--- config.mk ---
export PLATFORM = sky130hd
export DESIGN_NAME = calc_engine
export DESIGN_NICKNAME = d
export VERILOG_FILES = /design/src/rtl/calc_pkg.sv /design/src/rtl/calc_divider.sv /design/src/rtl/calc_engine.sv
export SDC_FILE = /design/constraint.sdc
export NUM_CORES = 1
export LEC_CHECK = 0
export BUFFER_PORTS_ARGS = -buffer_cell sky130_fd_sc_hd__buf_2
export CORE_ASPECT_RATIO = 0.75
export CORE_MARGIN = 1.5
export CORE_UTILIZATION = 35
export CTS_BUF_LIST = sky130_fd_sc_hd__clkbuf_4 sky130_fd_sc_hd__clkbuf_8
export CTS_CLUSTER_DIAMETER = 50
export DETAILED_ROUTE_END_ITERATION = 8
export PLACE_DENSITY = 0.47
export SETUP_SLACK_MARGIN = 0.3
export SLEW_MARGIN = 10
export SYNTH_ARGS = -nofsm -noshare
export SYNTH_HDL_FRONTEND = slang
export SYNTH_SLANG_ARGS = --single-unit
--- constraint.sdc ---
create_clock -name clk -period 8.05 [get_ports clk]
set_clock_uncertainty 0.15 [all_clocks]
set_input_delay 0.4025 -clock clk [delete_from_list [all_inputs] [get_ports clk]]
set_output_delay 0.4025 -clock clk [all_outputs]
set_load 0.005 [all_outputs]
--- src/rtl/calc_pkg.sv ---
// Shared types for the calculator datapath and the equation display.
package calc_pkg;

  localparam int CALC_W = 10;

  typedef enum logic [2:0] {
    OP_ADD = 3'd0,
    OP_SUB = 3'd1,
    OP_MUL = 3'd2,
    OP_DIV = 3'd3,
    OP_MOD = 3'd4
  } op_e;

  typedef enum logic [1:0] {
    IDLE,
    EXEC,
    ITER,
    DONE
  } state_e;

endpackage

--- src/rtl/calc_divider.sv ---
// Restoring divider: one quotient bit per step, MSB first; serves both div and mod.
module calc_divider
  import calc_pkg::*;
#(
  parameter int W = CALC_W
) (
  input  logic         clk,
  input  logic         rst_n,
  input  logic         load,
  input  logic         step,
  input  logic [W-1:0] dividend,
  input  logic [W-1:0] divisor,
  output logic [W-1:0] quo_next,
  output logic [W-1:0] rem_next
);

  logic [W-1:0] quo;
  logic [W-1:0] rem;
  logic [W-1:0] dvs;
  logic [W:0]   trial;
  logic         fits;

  // Dividend bits are shifted out of the quotient register as quotient bits shift in.
  assign trial    = {rem, quo[W-1]};
  assign fits     = trial >= {1'b0, dvs};
  assign rem_next = fits ? W'(trial - {1'b0, dvs}) : trial[W-1:0];
  assign quo_next = {quo[W-2:0], fits};

  always_ff @(posedge clk or negedge rst_n) begin
    if (!rst_n) begin
      quo <= '0;
      rem <= '0;
      dvs <= '0;
    end else if (load) begin
      quo <= dividend;
      rem <= '0;
      dvs <= divisor;
    end else if (step) begin
      quo <= quo_next;
      rem <= rem_next;
    end
  end

endmodule

--- src/rtl/calc_engine.sv ---
// Iterative add/sub/mul/div/mod stage feeding equation_display.
// Optional AUTO_RECALC_EN: recompute whenever operands change instead of on start.
module calc_engine
  import calc_pkg::*;
#(
  parameter int W = CALC_W
) (
  input  logic           clk,
  input  logic           rst_n,
  input  logic           start,
  input  logic [W-1:0]   num1,
  input  logic [W-1:0]   num2,
  input  logic [2:0]     op,
  output logic           busy,
  output logic           done,
  output logic [2*W-1:0] result,
  output logic           neg,
  output logic           err
);

  localparam int CW = $clog2(W);

  state_e         state, state_d;
  logic [W-1:0]   a, b;
  logic [2:0]     op_q;
  logic [CW-1:0]  cnt;
  logic [2*W-1:0] acc, acc_next;
  logic [W-1:0]   quo_next, rem_next;
  logic           go, accept, iter_op;

`ifdef AUTO_RECALC_EN
  logic first_q;

  always_ff @(posedge clk or negedge rst_n) begin
    if (!rst_n)      first_q <= 1'b1;
    else if (accept) first_q <= 1'b0;
  end

  assign go = first_q || ({num1, num2, op} != {a, b, op_q});
`else
  assign go = start;
`endif

  assign accept  = (state == IDLE) && go;
  assign iter_op = (op == OP_MUL) || ((op == OP_DIV || op == OP_MOD) && num2 != '0);
  assign busy    = (state != IDLE);

  // Shift-add multiply, MSB of the multiplier first; cnt doubles as the bit index.
  assign acc_next = (acc << 1) + (b[cnt] ? {{W{1'b0}}, a} : '0);

  calc_divider #(.W(W)) u_div (
    .clk      (clk),
    .rst_n    (rst_n),
    .load     (accept),
    .step     (state == ITER),
    .dividend (num1),
    .divisor  (num2),
    .quo_next (quo_next),
    .rem_next (rem_next)
  );

  always_ff @(posedge clk or negedge rst_n) begin
    if (!rst_n) state <= IDLE;
    else        state <= state_d;
  end

  always_comb begin
    state_d = state;
    case (state)
      IDLE: if (go) state_d = iter_op ? ITER : EXEC;
      EXEC: state_d = DONE;
      ITER: if (cnt == '0) state_d = DONE;
      DONE: state_d = IDLE;
      default: state_d = IDLE;
    endcase
  end

  always_ff @(posedge clk or negedge rst_n) begin
    if (!rst_n) begin
      a      <= '0;
      b      <= '0;
      op_q   <= '0;
      cnt    <= '0;
      acc    <= '0;
      result <= '0;
      neg    <= 1'b0;
      err    <= 1'b0;
      done   <= 1'b0;
    end else begin
      done <= (state == DONE);
      case (state)
        IDLE: if (go) begin
          a    <= num1;
          b    <= num2;
          op_q <= op;
          cnt  <= CW'(W - 1);
          acc  <= '0;
        end
        EXEC: begin
          neg <= 1'b0;
          err <= 1'b0;
          case (op_q)
            OP_ADD: result <= (2*W)'({1'b0, a} + {1'b0, b});
            OP_SUB: begin
              result <= (a >= b) ? (2*W)'(a - b) : (2*W)'(b - a);
              neg    <= (a < b);
            end
            default: begin
              result <= '0;
              err    <= 1'b1;
            end
          endcase
        end
        ITER: begin
          acc <= acc_next;
          if (cnt != '0) begin
            cnt <= cnt - 1'b1;
          end else begin
            neg <= 1'b0;
            err <= 1'b0;
            if (op_q == OP_MUL)      result <= acc_next;
            else if (op_q == OP_DIV) result <= {{W{1'b0}}, quo_next};
            else                     result <= {{W{1'b0}}, rem_next};
          end
        end
        default: ;
      endcase
    end
  end

endmodule

Word-level counts from Yosys, hierarchy flattened
Cells that the tools add are included.

word-level totals
  register bits after elaboration = 101
  input bits = 26
  output and inout bits = 24
  word-level logic and storage cells = 83

operators by class
  add/sub/neg operators = 6
  $lt $le $gt $ge = 4
  eq/ne operators = 13
  multiplexer cells = 28
  reductions and logical operators = 19

operator list
  cell                                                                           number
  20-bit one-hot mux with 2 select lines                                         2
  10-bit 2-to-1 mux                                                              7
  20-bit 2-to-1 mux                                                              3
  19-bit one-hot mux with 2 select lines                                         1
  10-bit by 10-bit subtractor with 11-bit output                                 2
  20-bit by 10-bit adder with 20-bit output                                      1
  19-bit 2-to-1 mux                                                              1
  3-bit by 2-bit equality test with 1-bit output (second input constant)         4
  10-bit by 10-bit adder with 11-bit output                                      1
  11-bit by 10-bit greater-or-equal comparator with 1-bit output                 1
  10-bit greater-or-equal comparator                                             1
  10-bit less-than comparator                                                    1
  10-bit nonzero test                                                            1
  10-bit subtractor                                                              1
  4-bit 2-to-1 mux                                                               2
  2-bit != test (second input constant)                                          4
  2-bit one-hot mux with 4 select lines                                          1
  4-bit one-hot mux with 2 select lines                                          1
  2-bit AND reduction                                                            4
  2-bit nonzero test                                                             4
  2-bit 2-to-1 mux                                                               3
  4-bit by 5-bit less-than comparator with 1-bit output (second input constant)  1
  1-bit binary-select mux with 4-bit select                                      1
  2-bit equality test (second input constant)                                    2
  other kinds (14)                                                               20

Depth between registers and ports, before layout
  depth in word-level cells = 7
  depth in mapped cells = 18
  gate-level depth less buffers = 17

Cells and area by module
A second synthesis with hierarchy kept.

unflattened totals
  cell total of the unflattened synthesis = 887
  area total of the unflattened synthesis = 7586.0 µm²

modules (own cells, without submodules)
  module        times used  cells each  area each (µm²)  sequential area each (µm²)
  calc_engine   1           672         5619.1           1776.7
  calc_divider  1           215         1966.9           750.7

Worst setup path after synthesis
No wires, ideal clock.

  path kind = reg-to-reg
  start = register cnt[0]
  end = register result[9]
  setup time = 0.128 ns
  arrival = 3.329 ns
  data required time = 7.772 ns
  path slack = 4.443 ns
  stages on the path, launching flop included = 18
  buffers on the path = 1
  period minus slack after synthesis = 3.607 ns
  path through = dfrtp_1 buf_2 mux4_2 mux2i_1 o21ai_1 and2_1 ha_1 inv_1 fa_1 nor2b_1 o21ai_1 a21oi_1 o31ai_1 a21boi_1 xor2_1 mux2_2 a311oi_1 o21ai_0

on the way
  word-level cells in the longest chain between the ends = 7
  elaborated cells between the ends (all ways) = 10
  those cells by class = add/sub: 1; eq/ne: 1; mux: 6; reduce/logical: 2

ends and longest elaborated chain
  item                                       line                RTL
  start, declared                            calc_engine.sv:26   logic [CW-1:0] cnt;
  start signal, assigned                     calc_engine.sv:96   cnt <= CW'(W - 1);
  start signal, assigned                     calc_engine.sv:117  cnt <= cnt - 1'b1;
  1-bit binary-select mux with 4-bit select  calc_engine.sv:49   assign acc_next = (acc << 1) + (b[cnt] ? {{W{1'b0}}, a} : '0);
  1-bit 2-to-1 mux (not written as such)     calc_engine.sv:49
  10-bit 2-to-1 mux                          calc_engine.sv:49
  20-bit by 10-bit adder with 20-bit output  calc_engine.sv:49
  20-bit 2-to-1 mux                          calc_engine.sv:121  if (op_q == OP_MUL) result <= acc_next;
  20-bit 2-to-1 mux                          calc_engine.sv:116  if (cnt != '0) begin
  20-bit one-hot mux with 2 select lines     calc_engine.sv:91   case (state)
  end signal, assigned                       calc_engine.sv:121
  end signal, assigned                       calc_engine.sv:122  else if (op_q == OP_DIV) result <= {{W{1'b0}}, quo_next};
  end signal, assigned                       calc_engine.sv:123  else result <= {{W{1'b0}}, rem_next};
  end, declared                              calc_engine.sv:16   output logic [2*W-1:0] result,

Parallel ways exist; a longest one is shown, timed or not. The select of a mux whose other input is x is not followed.
A chain may end at the register's enable or synchronous reset.

Final worst setup path
  start = register cnt[0]
  end = register result[7]

The elaborated chain is that of the path after synthesis.

==> impl_metrics.toml <==
[logic_synthesis]
avgSynthCellArea_um2 = 8.71
synth_xor_area_frac = 0.0408
synth_compound_area_frac = 0.224
yosys_warnings = 0
synth_edf_count = 0
dominantRegCellSynth = "dfrtp_1"
syn_nets = 849
yosysUniqueCellTypes = 69
synthAdderAreaFrac = 0.117
netlist_area_mm2 = 0.00666
synth_top_family_by_area = "compound AO/OA/AOI/OAI gates"
synthSimpleGateAreaFrac = 0.155
async_reset_ff_frac = 1.00
yosysSeqAreaShare = 0.342
synth-seq-cells = 91
syn_inst = 764
synthMuxAreaShare = 0.0709

[worst_setup_path]
worstPathCellList = "mux4_2 > mux2i_1 > o21ai_1 > and2_1 > ha_1 > inv_1 > fa_1 > nor2b_1 > o21ai_1 > a21oi_1 > o31ai_1 > a21boi_0 > mux2i_1 > nand2_1 > o2111ai_1 > o311ai_1"
critPathSlowestCell = "mux4_2"
cp-start-kind = "register"
worst_ep_required_time_ns = 8.18
worst-path-max-fanout = 10
path_class = "reg -> reg"
max_stage_delay_ns = 0.54
arrival_ns = 4.55
end_kind = "register"

[drt]
wl_mm = 22.1
drt_iter0_markers = 566
firstDrtPassIters = 5
vias = 5897
ant_nets = 0
drcViolationCount = 0
wire_per_inst_um = 21.1
vias_per_cell = 5.63

[cells_and_area]
postLayoutCellArea_mm2 = 0.00730
area_growth_pct = 9.72
drive_above_1_share = 0.121
antenna_cells = 0
final_core_util = 0.393
fin_nets = 881

[cts]
cts_tree = "built"
numCtsBuffers = 9
clkTransAtPathRegs_ns = 0.09
h-tree-depth = 3
cts_setup_buffers = 0
cts_max_path_buffers = 2
clock-sinks = 91
ctsRootBufferMaster = "clkbuf_8"
clock_latency_ns = 0.39

[place]
hpwl_mm = 16.9
dpl_cell_area_mm2 = 0.00712
io_buffers = 49
gp_congestion = 0.935

[timing]
slew_violations = 0
final_hold_viol_count = 0
slew_headroom = 0.210
max_slew.worst_pin.slew_ns = 1.18
post-route-period-util = 0.549
max_freq_mhz = 226
setup_viol = 0
fin_crit_ns = 4.42
setup-tns-final_ns = 0
rsz0062_at_grt = "no"

[grt]
gr-usage-all-layers = 0.233
gr-total-overflow = 0
antenna_found_initial = 1
grt_pass1_vias = 5594
grt_start_max_net_pins = 76
grt_pass1_wl_mm = 34.3

[run_status]
status = "finished, final reports clean"

[floorplan]
io_pins = 50
rows = 43
core_area_mm2 = 0.0186
dieArea_mm2 = 0.0199
die_w_um = 162
initial_core_util = 0.359
fp.dieH_um = 122

[worst_hold_path]
hp-class = "in -> reg"

[run]
maxCapViolations = 0
## Yosys cell counts (5+ instances only)
cell type  instances  share of area
nor3_1             9         0.0068
o31ai_1            7         0.0079
o21ai_0           76          0.057
nor2b_1            6         0.0056
nand2_1           89          0.050
o21bai_1           5         0.0056
a21oi_1           49          0.037
ha_1              54           0.10
nor2_1            64          0.036
and3_1             5         0.0047
inv_1             49          0.028
o21a_1             5         0.0056
buf_2              5         0.0038
a211oi_1          11          0.012
clkbuf_1          24          0.014
and2_1            11          0.010
a21o_1            12          0.014
xor2_1            12          0.016
nand3_1           13         0.0098
o22a_1            10          0.013
dfrtp_1           91           0.34
xnor2_1           19          0.025
a22oi_1            9          0.010
mux2_2             5         0.0085
nor4_1             6         0.0056
fa_1               5          0.015
mux2i_1           37          0.056
or3_1              5         0.0047
## through the flow
stage | worst slack [ns] | std cells | hold WS [ns]
global route | 3.43 | 1047 | 0.103
detailed placement | 3.84 | 1031 | 0.135
global placement | 4.00 | 1031 | 0.133
CTS | 3.83 | 1047 | 0.0890
finish | 3.63 | 1047 | 0.0943
floorplan | 4.44 | 764 | -0.0431
## routing by layer
layer,track usage,vias up,share of wire
li1,-,2772,-
met1,0.369,2892,0.52
met2,0.310,212,0.38
met3,0.0541,21,0.076
met4,0.0550,0,0.015
met5,0,-,0
## worst max-delay path, delay by kind of cell (launching register included)
family,cells,cell delay [ns]
compound gates,7,1.88
mux,3,0.83
flops,1,0.52
simple gates,3,0.44
fa+ha+maj,2,0.41
buf+inv,1,0.08
## timing repair
item | 4_1_cts | 5_1_grt
hold buffers | 1 | 0
setup endpoints to repair | 0 | 0
endpoints found under the hold margin | 16 | 0
gates resized for setup | 0 | 0
## cell families after synthesis
kind of cell | after synthesis
buffers and inverters | 85
AOI/OAI and AO/OA | 227
muxes | 44
xor gates and xnor gates | 31
adders and majority gates | 59
and+or+nand+nor | 227
DFF | 91
## cell type report
class / instances / area, µm²
Clock buffer: 12 / 153
Clock inverter: 3 / 23.8
Fill cell: 1906 / 11300
Inverter: 50 / 188
Multi-Input combinational cell: 588 / 4050
Sequential cell: 91 / 2280
Tap cell: 247 / 309
Timing Repair Buffer: 56 / 303
## sequential cells by signal (all words and copies together), names as in the netlist
name,cells
cnt,4
neg,1
err,1
u_div.rem,10
state,2
a,10
result,20
u_div.quo,10
op_q,3
u_div.dvs,10
done,1
acc,19
## path summary, 6_finish.rpt
kind                                       start  slack (ns)                        to  depth (start not counted)
max                           cnt[0]$_DFFE_PN0P_        3.63     result[7]$_DFFE_PN0P_                         16
min                                      num2[0]        0.09  u_div.dvs[0]$_DFFE_PN0P_                          3
max reg2reg                   cnt[0]$_DFFE_PN0P_        3.63     result[7]$_DFFE_PN0P_                         16
min reg2reg                result[0]$_DFFE_PN0P_        0.33     result[0]$_DFFE_PN0P_                          2
max in group asynchronous                  rst_n        6.22  u_div.quo[0]$_DFFE_PN0P_                          3
min in group asynchronous                  rst_n        0.25     result[8]$_DFFE_PN0P_                          2
## cell usage in the layout (no fill, tap or decap), types with 5 or more instances in the layout
cell / instances
buf_4: 7
xor2_1: 12
nor2b_1: 6
o21a_1: 5
nor3_1: 9
clkbuf_8: 10
xnor2_1: 19
a211oi_1: 11
o22a_1: 10
a22oi_1: 9
fa_1: 5
a21oi_1: 49
nand2_1: 89
o21ai_0: 76
o31ai_1: 7
ha_1: 53
mux2_2: 5
or3_1: 5
a21o_1: 12
nand3_1: 13
and2_1: 10
buf_2: 48
dfrtp_1: 91
inv_1: 49
nor2_1: 64
mux2i_1: 37
o21bai_1: 5
nor4_1: 6
and3_1: 5
Power is left out: the tool's default activity adds up to more than one toggle a clock period on the data nets, which glitch-free logic cannot reach.
